**config.mk**
```make
export PLATFORM = sky130hd
export DESIGN_NAME = int_ctrl_vectored
export DESIGN_NICKNAME = d
export VERILOG_FILES = /design/src/rtl/int_ctrl_vectored.sv
export SDC_FILE = /design/constraint.sdc
export NUM_CORES = 1
export LEC_CHECK = 0
export BUFFER_PORTS_ARGS = -buffer_cell sky130_fd_sc_hd__buf_4
export CORE_AREA = 2 2 50 52
export CTS_CLUSTER_DIAMETER = 80
export DETAILED_ROUTE_END_ITERATION = 8
export DIE_AREA = 0 0 52 54
export GPL_ROUTABILITY_DRIVEN = 0
export PLACE_DENSITY_LB_ADDON = 0.08
export SKIP_CTS_REPAIR_TIMING = 1
export SLEW_MARGIN = 10
export SYNTH_ARGS = -nofsm -noshare
export SYNTH_HDL_FRONTEND = slang
export SYNTH_SLANG_ARGS = --single-unit
```
**constraint.sdc**
```tcl
create_clock -name clk -period 3.11 [get_ports clk]
set_input_delay 0.622 -clock clk [delete_from_list [all_inputs] [get_ports clk]]
set_output_delay 0.622 -clock clk [all_outputs]
set_load 0.05 [all_outputs]
```
**src/rtl/int_ctrl_vectored.sv**
```systemverilog
// int_ctrl_vectored
//   Vectored interrupt controller for up to eight request channels.
//   Requests are latched (edge channels) or followed (level channels),
//   masked, resolved by fixed priority (channel 0 highest) and presented
//   to the CPU as an active-low interrupt. During the acknowledge cycle
//   (M1 and IORQ low) a mode-2 vector is supplied. Nested in-service
//   state is tracked and the highest-priority in-service bit is retired
//   on RETI.
//
// Ports
//   clk, n_reset     : clock, asynchronous active-low reset
//   irq_req          : peripheral requests, active high
//   mask_we/mask_din : mask register load (1 = channel enabled)
//   mem_n_m1         : CPU M1 strobe, active low
//   io_n_iorq        : CPU IORQ strobe, active low
//   cpu_reti         : one-cycle RETI completion pulse
//   int_n_int        : registered interrupt request to CPU, active low
//   vector_dout      : acknowledge vector
//   vector_en        : vector_dout valid
//   irq_in_service   : in-service bits
module int_ctrl_vectored #(
  parameter int unsigned           N_CHANNELS  = 4,
  parameter logic [7:0]            VECTOR_BASE = 8'h00,
  parameter logic [N_CHANNELS-1:0] EDGE_MASK   = '1
) (
  input  logic                  clk,
  input  logic                  n_reset,
  input  logic [N_CHANNELS-1:0] irq_req,
  input  logic                  mask_we,
  input  logic [N_CHANNELS-1:0] mask_din,
  input  logic                  mem_n_m1,
  input  logic                  io_n_iorq,
  input  logic                  cpu_reti,
  output logic                  int_n_int,
  output logic [7:0]            vector_dout,
  output logic                  vector_en,
  output logic [N_CHANNELS-1:0] irq_in_service
);

  typedef enum logic [1:0] {S_IDLE, S_REQ, S_ACK} state_t;

  state_t                  state;
  logic [N_CHANNELS-1:0]   req_q;
  logic [N_CHANNELS-1:0]   pend_edge;
  logic [N_CHANNELS-1:0]   mask_q;
  logic [2:0]              ch_q;

  logic [N_CHANNELS-1:0]   pending_eff;
  logic [N_CHANNELS-1:0]   eligible;
  logic                    win_valid;
  logic [2:0]              win_idx;
  logic                    isr_valid;
  logic [2:0]              isr_idx;
  logic [N_CHANNELS-1:0]   isr_low_oh;
  logic [N_CHANNELS-1:0]   ch_oh;
  logic                    req_cond;
  logic                    ack_strobe;
  logic                    ack_done;
  logic [N_CHANNELS-1:0]   isr_next;
  logic [N_CHANNELS-1:0]   pend_next;

  always_comb begin
    // Level channels use the registered sample so both modes share latency.
    pending_eff = (pend_edge & EDGE_MASK) | (req_q & ~EDGE_MASK);
    eligible    = pending_eff & mask_q;

    win_valid  = 1'b0;
    win_idx    = '0;
    isr_valid  = 1'b0;
    isr_idx    = '0;
    isr_low_oh = '0;
    ch_oh      = '0;
    for (int unsigned i = 0; i < N_CHANNELS; i++) begin
      if (eligible[i] && !win_valid) begin
        win_valid = 1'b1;
        win_idx   = i[2:0];
      end
      if (irq_in_service[i] && !isr_valid) begin
        isr_valid     = 1'b1;
        isr_idx       = i[2:0];
        isr_low_oh[i] = 1'b1;
      end
      if (ch_q == i[2:0]) ch_oh[i] = 1'b1;
    end

    req_cond   = win_valid && (!isr_valid || (win_idx < isr_idx));
    ack_strobe = !mem_n_m1 && !io_n_iorq;
    ack_done   = (state == S_ACK) && (mem_n_m1 || io_n_iorq);

    // RETI clears against the old in-service value before the new bit is set.
    isr_next = (cpu_reti ? (irq_in_service & ~isr_low_oh) : irq_in_service)
             | (ack_done ? ch_oh : '0);
    // New edge wins over acknowledge clear of the same channel.
    pend_next = ((pend_edge & ~(ack_done ? ch_oh : '0)) | (irq_req & ~req_q))
              & EDGE_MASK;
  end

  always_ff @(posedge clk or negedge n_reset) begin
    if (!n_reset) begin
      req_q          <= '0;
      pend_edge      <= '0;
      mask_q         <= '0;
      irq_in_service <= '0;
    end else begin
      req_q          <= irq_req;
      pend_edge      <= pend_next;
      irq_in_service <= isr_next;
      if (mask_we) mask_q <= mask_din;
    end
  end

  always_ff @(posedge clk or negedge n_reset) begin
    if (!n_reset) begin
      state       <= S_IDLE;
      ch_q        <= '0;
      int_n_int   <= 1'b1;
      vector_en   <= 1'b0;
      vector_dout <= VECTOR_BASE;
    end else begin
      unique case (state)
        S_IDLE: begin
          if (req_cond) begin
            state     <= S_REQ;
            int_n_int <= 1'b0;
          end
        end
        S_REQ: begin
          if (!req_cond) begin
            state     <= S_IDLE;
            int_n_int <= 1'b1;
          end else if (ack_strobe) begin
            state       <= S_ACK;
            ch_q        <= win_idx;
            vector_en   <= 1'b1;
            vector_dout <= VECTOR_BASE | {4'b0000, win_idx, 1'b0};
          end
        end
        S_ACK: begin
          if (ack_done) begin
            state     <= S_IDLE;
            vector_en <= 1'b0;
            int_n_int <= 1'b1;
          end
        end
        default: begin
          state     <= S_IDLE;
          vector_en <= 1'b0;
          int_n_int <= 1'b1;
        end
      endcase
    end
  end

endmodule

```
==> results of run 1 <==
-- placed cells by master (no fill, tap or decap), types with 2 or more instances in the layout --
cell,instances
a22o_1,3
buf_4,21
clkbuf_4,3
conb_1,6
dfrtp_1,21
inv_1,8
mux2_2,4
mux2_4,2
nand2_1,13
nor2_1,7
nor4b_1,2
o21ai_0,9
-- per-layer routing --
layer  track usage [%]  up-vias  routed length, um
li1                  -      368                  -
met1              19.7      342                904
met2              22.6       17                916
met3              3.33        4                 68
met4              6.58        0                 27
met5                 0        -                  0
-- cells in the mapped netlist, drive strengths merged --
| library cell | instances |
|---|---|
| a22o | 3 |
| nand2b | 1 |
| a31oi | 1 |
| o21ai | 9 |
| or4 | 1 |
| nor2b | 1 |
| and3b | 1 |
| dfrtp | 21 |
| nor4b | 2 |
| a22oi | 1 |
| dfstp | 1 |
| mux2 | 6 |
| nor2 | 7 |
| nand4 | 1 |
| or3 | 1 |
| a21oi | 1 |
| a211oi | 1 |
| o31ai | 1 |
| buf | 6 |
| inv | 8 |
| ha | 1 |
| o21a | 1 |
| a32oi | 1 |
| nand2 | 13 |
| a2111oi | 1 |
| nand3 | 1 |
| conb | 1 |
| nor4 | 1 |
-- report_power, final --
group	switching [mW]	internal (mW)	total, mW
combinational	0.196	0.120	0.316
clock	0.0853	0.0713	0.157
sequential	0.0545	0.341	0.396
-- registers in the layout, indices dropped and copies added (netlist names) --
register        flops
state               2
mask_q              4
req_q               4
int_n_int           1
pend_edge           4
ch_q                2
irq_in_service      4
vector_en           1
-- worst max-delay path by stage --
stage / from / to / slack [ns] / cells after the start
after floorplan: irq_in_service[0]$_DFF_PN0_ / ch_q[0]$_DFFE_PN0P_ / 0.70 / 7
after global placement: pend_edge[3]$_DFF_PN0_ / ch_q[1]$_DFFE_PN0P_ / 0.72 / 7
after detailed placement: pend_edge[3]$_DFF_PN0_ / ch_q[0]$_DFFE_PN0P_ / 0.65 / 7
after CTS: pend_edge[3]$_DFF_PN0_ / ch_q[1]$_DFFE_PN0P_ / 0.63 / 7
after global routing: pend_edge[3]$_DFF_PN0_ / ch_q[0]$_DFFE_PN0P_ / 0.50 / 7
final: pend_edge[3]$_DFF_PN0_ / ch_q[0]$_DFFE_PN0P_ / 0.63 / 7
-- kinds of logic after synthesis --
kind of cell | Yosys count
simple gates | 30
mux | 6
buf+inv | 14
other cells | 1
compound gates | 20
flops | 22
fa+ha+maj | 1
-- per-stage QoR --
step	cell area, um2	setup WS [ns]
floorplan	1030	0.697
global placement	1180	0.720
detailed placement	1180	0.652
CTS	1220	0.631
global route	1220	0.498
finish	1220	0.628
-- final cells by class --
class / instances / area, um2 / share of cell area [%]
sequential: 22 / 552 / 45.2
timing repair buffer: 21 / 158 / 12.9
tap: 30 / 37.5 / 3.07
inverter: 8 / 30.0 / 2.46
multi-input combinational: 63 / 408 / 33.4
clock buffer: 4 / 36.3 / 2.97
==> summary.md, run 1 <==
| Metric | Value |
|---|---|
| Largest stage delay, worst path | `0.56 ns` |
| TritonCTS Sinks | `22` |
| Xor-xnor portion of the synthesized cell area | `0%` |
| Setup-violating endpoint count in the final report | `0` |
| Classification of the worst setup path | `reg -> reg` |
| Hold Slack | `0.182 ns` |
| Buffer cell driving the clock tree root | `clkbuf_4` |
| GR Util All Layers | `~15%` |
| Max-capacitance violation count | `0` |
| Worst path arrival time | `around 2.7 ns` |
| Maximum resistive drop on vdd | `435 uV` |
| Post-DP HPWL | `1.51 mm` |
| Fraction of final layout cells sized beyond drive strength 1 | `30.5%` |
| Post-synthesis average cell area | `about 11 um2` |
| Overall power of the completed layout | `between 800 and 900 uW` |
| Power density cells | `711 mW/mm2` |
| Die width | `roughly 52 um` |
| Library cell contributing the largest single delay on the critical path | `or4_4` |
| Initial standard-cell utilization of the core | `43.8%` |
| Clock-pin slew reported for the worst setup and hold paths after clock tree synthesis | `0.12 ns` |
| Status | `complete, no violations` |
| Seq cells post-synth | `22` |
| Largest family of logic cells by synthesized area | `simple AND/OR/NAND/NOR gates` |
| Cell types occupying the most area after synthesis | `dfrtp_1 52%, nand2_1 4.8%, o21ai_0 4.4%` |
| Routed via count | `731` |
| Total die area | `0.00281 mm2` |
| Signed area change from the synthesized netlist to the final layout | `20.2%` |
| Multiplexer area fraction after synthesis | `7.39%` |
| Total negative slack for setup checks | `0 ns` |
| Distinct cell type count of the synthesized netlist | `29` |
| Core Box Area | `0.00232 mm2` |
| Post-synthesis instance area | `between 0.001 and 0.0015 mm2` |
| Worst-case clock buffer depth | `2` |
| Static power due to leakage | `0.607 nW` |
| Arithmetic-cell share of the synthesized area counting full adders, half adders and majority gates | `1.23%` |
| Number of global-route vias before repair | `656` |
| Setup repair after global routing missed its margin | `false` |
| Initial DRC Count | `11` |
| Global-route wire length before repair | `between 2 and 3 mm` |
| Drt wl/cell | `13.0 um` |
| Count of cells along the worst register-to-register path | `7` |
| Number of nets at the end of the flow | `134` |
| Critical path capture point type | `register` |
| Number of diodes | `0` |
| Number of cells after detailed placement | `144` |
| Reg2Reg Setup Slack | `0.63 ns` |
| Ratio of final minimum period to clock period | `79.8%` |
| Ports | `28` |
| Vertical die dimension | `54 um` |
| Synthesized instance count | `94` |
| Fraction of the mapped netlist area in compound gates | `14.0%` |
| Simple-Gate Fraction of Synth Area | `between 15 and 20%` |
| Num CTS Buffers | `3` |
| Worst min path class | `in -> async` |
| Clock latency at the later pin of the worst-skew pair | `0.30 ns` |
| Seq/Total Area, Yosys | `a little over half` |
| Count of input and output buffers | `21` |
| Worst path required time | `3.31 ns` |
| H-tree depth reported by CTS | `1` |
| Biggest fanout along the worst timing path | `4` |
| Grt ovf | `0` |
| Detailed-route vias per instance | `4.94` |
| Largest area contributor in the netlist | `dfrtp_1` |
| Final slew viol count | `0` |
| Share of the synthesized area in the top cell type | `51.7%` |
| Count of fill cells added during filler insertion | `215` |
| DRT Pass-1 Iters | `4` |
| Largest net degree at the start of global routing | `23` |
| Top Family by Delay on Critical Path | `simple AND/OR/NAND/NOR gates` |
| Site row count | `18` |
| Total wirelength of the detailed-routed design | `1.92 mm` |
| Critical path buffer and inverter count | `0` |
| DRC | `0` |
| TritonCTS clock tree | `done` |
| Final core utilization | `52.6%` |
| Hold Vio Cnt, Final | `0` |
| Post-layout instance count excluding filler cells | `roughly 150` |
| DRT antenna net count | `0` |
| End of the worst register-to-register path | `ch_q[0]$_DFFE_PN0P_` |
| Initial antenna violation count | `0` |
| Clk_skew | `between 0.0007 and 0.0008 ns` |
| Highest clock frequency the design can meet | `roughly 400 MHz` |
| Setup crit start kind | `register` |
| Ys Warns | `0` |
| Start of the worst register-to-register path | `pend_edge[3]$_DFF_PN0_` |
| Cell chain of the critical path | `a22oi_1 > and3b_1 > ha_1 > o21ai_0 > o31ai_2 > or4_4 > mux2_4` |
| Final worst path period need | `2.48 ns` |
Note: power is estimated with default switching activity, not from simulation.
==> run 2, diff against run 1 <==
ABC_AREA = 1   (was default)
CORE_AREA = 2 2 51 53   (was 2 2 50 52)
DIE_AREA = 0 0 53 55   (was 0 0 52 54)
clock period = 2.5 ns   (was 3.11 ns; I/O delays follow)
==> run 2 against run 1 <==
Die area up 3.8%. Hold slack got worse by 0.13 ns. Core utilization rose by 0.27 points. Design area increased by 2.5%. Via count is 8.3% higher. Sequential power grew 21%. Critical path type unchanged.
==> summary.md, run 2 <==
| Metric | Value |
|---|---|
| Status | `complete, no violations` |
| Number of diodes | `0 (unchanged)` |
| Post-synth EDFFs | `0 (unchanged)` |
| Clk_skew | `0.00388 ns (+0.00313 ns)` |
| Clock-pin slew reported for the worst setup and hold paths after clock tree synthesis | `0.12 ns (about the same)` |
| TritonCTS clock tree | `done` |
| DRT Pass-1 Iters | `4 (unchanged)` |
| Hold Vio Cnt, Final | `0 (unchanged)` |
| Post-synthesis average cell area | `8.73 um2 (-19%)` |
| Final core utilization | `52.9% (+0.27 points)` |
| Global-route wire length before repair | `3.06 mm (+5.0%)` |
| Cell chain of the critical path | `nor2_1 > o21ai_0 > ha_1 > nand2_1 > nand2_2 > a21oi_4 > nand2_2 > a21oi_2` |
| Count of cells along the worst register-to-register path | `8 (+1)` |
| Setup repair after global routing missed its margin | `false` |
| Count of input and output buffers | `21 (unchanged)` |
| Max-capacitance violation count | `0 (unchanged)` |
| Placed Area | `0.00122 mm2 (+3.4%)` |
| Signed area change from the synthesized netlist to the final layout | `18.5%` |
| Number of global-route vias before repair | `716 (+9.1%)` |
| Primary flip-flop cell chosen by synthesis mapping | `dfrtp_1` |
| Most repeated library cell on the critical path | `nand2_2` |
| Largest net degree at the start of global routing | `23 (unchanged)` |
| Share of the synthesized area in the top cell type | `49.8% (-2.0 points)` |
| Clock latency at the later pin of the worst-skew pair | `0.30 ns (about the same)` |
| Hold Slack | `0.0567 ns (-0.125 ns)` |
| Largest stage delay, worst path | `0.43 ns (-0.13 ns)` |
| Power density cells | `865 mW/mm2 (+22%)` |
| Final worst path period need | `1.76 ns (-0.726 ns)` |
| Highest clock frequency the design can meet | `570 MHz (+41%)` |
| Site row count | `18 (unchanged)` |
| Worst path required time | `2.74 ns (-0.57 ns)` |
| Worst min path class | `in -> async` |
| Seq/Total Area, Yosys | `52.3% (-2.1 points)` |
| Number of nets at the end of the flow | `161 (+20%)` |
| Grt ovf | `0 (unchanged)` |
| Vertical die dimension | `55 um (+1.9%)` |
| Critical path capture point type | `register` |
| Buffer cell driving the clock tree root | `clkbuf_4` |
| Num CTS Buffers | `3 (unchanged)` |
| DRT antenna net count | `0 (unchanged)` |
| Initial antenna violation count | `0 (unchanged)` |
| DRC | `0 (unchanged)` |
| Ports | `28 (unchanged)` |
| Cell types occupying the most area after synthesis | `dfrtp_1 50%, nand2_1 9.6%, inv_1 6.4%` |
| Setup crit start kind | `register` |
| Routed via count | `792 (+8.3%)` |
| Synthesized instance count | `121 (+29%)` |
| Worst-case clock buffer depth | `2 (unchanged)` |
| Largest area contributor in the netlist | `dfrtp_1` |
| Library cell contributing the largest single delay on the critical path | `dfrtp_1` |
| Post-synthesis instance area | `0.00106 mm2 (+3.9%)` |
| Seq cells post-synth | `22 (unchanged)` |
| Classification of the worst setup path | `reg -> reg` |
| Final slew viol count | `0 (unchanged)` |
| Total wirelength of the detailed-routed design | `1.84 mm (-3.9%)` |
| Worst path arrival time | `1.99 ns (-0.69 ns)` |
| Ys Warns | `0 (unchanged)` |
| Static power due to leakage | `0.688 nW (+13%)` |
| Total negative slack for setup checks | `0 ns (unchanged)` |
| Initial standard-cell utilization of the core | `44.7% (+0.86 points)` |
| Most used cells in the layout excluding fill and tap cells | `27 x nand2_1, 21 x dfrtp_1, 21 x buf_4, 18 x inv_1, 10 x nor2_1` |
| Most common cell after layout, fill and taps aside | `nand2_1` |
| Total die area | `0.00292 mm2 (+3.8%)` |
| Ratio of final minimum period to clock period | `70.2% (-9.6 points)` |
| Detailed-route vias per instance | `4.53 (-8.4%)` |
| GR Util All Layers | `15.2% (+0.49 points)` |
| Most instantiated cells after synthesis | `27 x nand2_1, 21 x dfrtp_1, 18 x inv_1` |
| TritonCTS Sinks | `22 (unchanged)` |
| Layout Cell Area excl Fill | `0.00125 mm2 (+2.5%)` |
| Setup-violating endpoint count in the final report | `0 (unchanged)` |
| Biggest fanout along the worst timing path | `5 (+1)` |
| Overall power of the completed layout | `1.08 mW (+25%)` |
| Core Box Area | `0.00236 mm2 (+1.9%)` |
| Die width | `53 um (+1.9%)` |
| Leading cell type by number of instances after synthesis | `nand2_1` |
| H-tree depth reported by CTS | `1 (unchanged)` |
| Drt wl/cell | `10.5 um (-19%)` |
| Fraction of final layout cells sized beyond drive strength 1 | `29.0% (-1.5 points)` |
| Distinct cell type count of the synthesized netlist | `23 (-21%)` |
| Post-DP HPWL | `1.48 mm (-2.1%)` |
| Initial DRC Count | `13 (+2)` |
| Maximum resistive drop on vdd | `472 uV (+8.5%)` |
| Fraction of registers with async set/reset | `100% (unchanged)` |
run 2: cell types whose count changed after synthesis, moves of 4 or more:
| cell | delta |
|---|---|
| nand2_2 | +5 |
| nand2_1 | +14 |
| nor3_1 | +5 |
| inv_2 | +4 |
| o21ai_0 | -6 |
| inv_1 | +10 |
run 2: cells by family (layout without fill, tap and decap cells):
family          count (synthesis)  after routing  share of synthesized area [%]
mux                             4              4                           4.27
fa+ha+maj                       1              1                           1.18
other cells                     1              6                          0.355
compound gates                 12             12                           7.46
flops                          22             22                           52.3
buf+inv                        28             47                           12.1
simple gates                   53             53                           22.4
run 2: worst max-delay path: cells and delay by family, from the launching register on:
| kind | cells | cell delay [ns] |
|---|---|---|
| flip-flops | 1 | 0.43 |
| AND/OR/NAND/NOR | 4 | 0.52 |
| AO/OA/AOI/OAI | 3 | 0.46 |
| adder cells (fa/ha/maj) | 1 | 0.29 |
run 2: path summary, 6_finish.rpt:
kind	startpoint	end	slack [ns]
max	irq_in_service[0]$_DFF_PN0_	vector_en$_DFFE_PN0P_	0.74
min	n_reset	req_q[3]$_DFF_PN0_	0.06
max reg2reg	irq_in_service[0]$_DFF_PN0_	vector_en$_DFFE_PN0P_	0.74
min reg2reg	req_q[0]$_DFF_PN0_	pend_edge[0]$_DFF_PN0_	0.41
max in group asynchronous	n_reset	int_n_int$_DFFE_PN1P_	2.16
min in group clk	irq_req[2]	req_q[2]$_DFF_PN0_	0.30
run 2: per-stage QoR:
stage                     std cells  worst slack, ns
after global routing            175            0.561
final                           175            0.745
after detailed placement        171            0.774
after global placement          171            0.802
after floorplan                 126            0.636
after CTS                       175            0.731
run 2: area by class of cell:
type / instances / area [um2]
well taps: 30 / 37.5
clock buffers: 4 / 26.3
repair buffers: 21 / 158
flip-flops and latches: 22 / 552
inverters: 22 / 82.6
fillers: 250 / 1110
multi-input cells: 76 / 395
run 2: metal layers:
metal | share of wire [%] | vias up | global-route usage, %
li1 | - | 409 | -
met1 | 46 | 357 | 18.2
met2 | 47 | 22 | 26.3
met3 | 5.3 | 4 | 3.49
met4 | 1.2 | 0 | 6.41
met5 | 0 | - | 0
run 2: power by group:
group,total [mW],internal [mW],switching [mW]
Combinational,0.439,0.140,0.299
Clock,0.165,0.0622,0.103
Sequential,0.478,0.426,0.0524
==> run 3, diff against run 2 <==
ABC_AREA = 0   (was 1)
CORE_AREA = 2 2 50 52   (was 2 2 51 53)
DIE_AREA = 0 0 52 54   (was 0 0 53 55)
clock period = 1.67 ns   (was 2.5 ns; I/O delays follow)
==> run 3 against run 2 <==
The flow now finishes with violations (negative setup slack). Critical path depth down 1. Worst setup slack worse by 1.3 ns. Combinational power up 69%. Maximum frequency down 21%. Design area up 13%. Non-clock buffer count up 20. Critical endpoint is now ch_q[1]$_DFFE_PN0P_. Largest cell class unchanged. Highest routed layer unchanged.
==> summary.md, run 3 (same netlist as run 1, synthesis figures left out) <==
| Metric | Value |
|---|---|
| Highest clock frequency the design can meet | `448 MHz (-21%)` |
| Max-capacitance violation count | `0 (unchanged)` |
| DRC | `0 (unchanged)` |
| Power density cells | `1220 mW/mm2 (+41%)` |
| Die width | `52 um (-1.9%)` |
| Signed area change from the synthesized netlist to the final layout | `39.4%` |
| Placed Area | `0.00133 mm2 (+8.8%)` |
| Total die area | `0.00281 mm2 (-3.7%)` |
| Drt wl/cell | `12.8 um (+21%)` |
| Global-route wire length before repair | `3.35 mm (+9.7%)` |
| Final core utilization | `61.1% (+8.1 points)` |
| Grt ovf | `0 (unchanged)` |
| Final worst path period need | `2.23 ns (+0.475 ns)` |
| Worst-case clock buffer depth | `2 (unchanged)` |
| Layout Cell Area excl Fill | `0.00142 mm2 (+13%)` |
| Largest net degree at the start of global routing | `23 (unchanged)` |
| Vertical die dimension | `54 um (-1.8%)` |
| Core Box Area | `0.00232 mm2 (-1.9%)` |
| Clock-pin slew reported for the worst setup and hold paths after clock tree synthesis | `0.12 ns (about the same)` |
| Comb power frac | `43.2% (+2.6 points)` |
| Count of input and output buffers | `21 (unchanged)` |
| Library cell contributing the largest single delay on the critical path | `or4_4` |
| Violated checks | `negative setup slack` |
| Setup crit start kind | `register` |
| DRT antenna net count | `0 (unchanged)` |
| Detailed-route vias per instance | `4.91 (+8.5%)` |
| Clock latency at the later pin of the worst-skew pair | `0.30 ns (about the same)` |
| Ratio of final minimum period to clock period | `134% (+63 points)` |
| Number of global-route vias before repair | `763 (+6.6%)` |
| DRT Pass-1 Iters | `4 (unchanged)` |
| Initial DRC Count | `9 (-4)` |
| Number of diodes | `0 (unchanged)` |
| Routed via count | `825 (+4.2%)` |
| Buffer cell driving the clock tree root | `clkbuf_4` |
| Biggest fanout along the worst timing path | `3 (-2)` |
| Setup WS post-layout | `-0.561 ns (-1.31 ns)` |
| Setup-violating endpoint count in the final report | `6 (+6)` |
| Ports | `28 (unchanged)` |
| Maximum resistive drop on vdd | `745 uV (+58%)` |
| Total wirelength of the detailed-routed design | `2.14 mm (+16%)` |
| Sw Share | `38.5% (-3.5 points)` |
| TritonCTS Sinks | `22 (unchanged)` |
| Wire length on met3 | `89 um (-8.2%)` |
| Clock Power Share | `14.4% (-0.8 points)` |
| Initial antenna violation count | `0 (unchanged)` |
| Clk_skew | `0.00601 ns (+0.00214 ns)` |
| Final slew viol count | `0 (unchanged)` |
| Met2 routed WL | `1.15 mm (+32%)` |
| Cell internal power dissipation | `1.06 mW (+69%)` |
| Wire length the detailed router placed on met1 | `888 um (+4.3%)` |
| Status | `finished, violations left` |
| Fraction of final layout cells sized beyond drive strength 1 | `48.6% (+20 points)` |
| Static power due to leakage | `0.695 nW (+0.91%)` |
| H-tree depth reported by CTS | `1 (unchanged)` |
| Hold Vio Cnt, Final | `0 (unchanged)` |
| Worst min path class | `in -> reg` |
| Initial standard-cell utilization of the core | `43.8% (-0.86 points)` |
| Classification of the worst setup path | `reg -> reg` |
| Num CTS Buffers | `3 (unchanged)` |
| Psw | `663 uW (+46%)` |
| Setup repair after global routing missed its margin | `true` |
| Largest stage delay, worst path | `0.55 ns (+0.12 ns)` |
| Hold Slack | `0.134 ns (+0.0772 ns)` |
| GR Util All Layers | `17.0% (+1.9 points)` |
| Worst path required time | `1.87 ns (-0.87 ns)` |
| Most common cell after layout, fill and taps aside | `buf_4` |
| Post-DP HPWL | `1.62 mm (+9.8%)` |
| Highest layer used for signal routing | `met4` |
| Cell chain of the critical path | `a22oi_2 > and3b_2 > ha_4 > nor2_4 > a31oi_2 > or4_4 > mux2_4` |
| Most used cells in the layout excluding fill and tap cells | `40 x buf_4, 16 x dfrtp_1, 13 x nand2_1, 8 x inv_1` |
| Site row count | `18 (unchanged)` |
| Critical path capture point type | `register` |
| Number of nets at the end of the flow | `154 (-4.3%)` |
| TritonCTS clock tree | `done` |
| Worst path arrival time | `2.43 ns (+0.44 ns)` |
| Placement-stage worst setup slack | `-0.573 ns (-1.35 ns)` |
| Sequential cell fraction of total power | `42.4% (-1.8 points)` |
| Count of fill cells added during filler insertion | `225 (-10%)` |
-- run 3: final timing paths --
kind | startpoint | endpoint | slack, ns | cells past startpoint
max | pend_edge[3]$_DFF_PN0_ | ch_q[1]$_DFFE_PN0P_ | -0.56 | 7
min | irq_req[0] | req_q[0]$_DFF_PN0_ | 0.13 | 1
max reg2reg | pend_edge[3]$_DFF_PN0_ | ch_q[1]$_DFFE_PN0P_ | -0.56 | 7
min reg2reg | req_q[3]$_DFF_PN0_ | pend_edge[3]$_DFF_PN0_ | 0.42 | 1
max in group asynchronous | n_reset | int_n_int$_DFFE_PN1P_ | 0.95 | 2
min in group asynchronous | n_reset | vector_en$_DFFE_PN0P_ | 0.44 | 2
-- run 3: critical path: cells and delay by family, from the launching register on --
kind | cells | cell delay [ns]
compound gates | 2 | 0.26
fa+ha+maj | 1 | 0.23
flops | 1 | 0.42
mux | 1 | 0.31
simple gates | 3 | 0.91
-- run 3: per-layer routing --
metal	vias up	global-route usage (%)
met1	397	19.3
met4	0	7.89
met5	-	0
met2	23	30.8
li1	403	-
met3	2	3.33
-- run 3: layout make-up --
class,count,area [um2],share of cell area [%]
sequential,22,558,39.4
multi-input combinational,63,454,32.1
clock buffer,4,26.3,1.86
tap,30,37.5,2.65
timing repair buffer,41,310,21.9
inverter,8,30.0,2.12
-- run 3: through the flow --
step | setup TNS (ns) | cells | total power, mW
after CTS | -2.41 | 167 | 1.68
after detailed placement | -2.24 | 163 | 1.43
after floorplan | -1.42 | 99 | 1.17
after global placement | -1.82 | 163 | 1.42
final | -2.11 | 168 | 1.72
after global routing | -2.62 | 168 | 1.84
-- run 3: power by group through the flow --
stage | registers (mW) | clock network, mW | logic [mW]
final | 0.731 | 0.248 | 0.744
after global routing | 0.752 | 0.286 | 0.798
after CTS | 0.726 | 0.262 | 0.697
after detailed placement | 0.737 | 0 | 0.697
after global placement | 0.734 | 0 | 0.689
after floorplan | 0.914 | 0 | 0.259
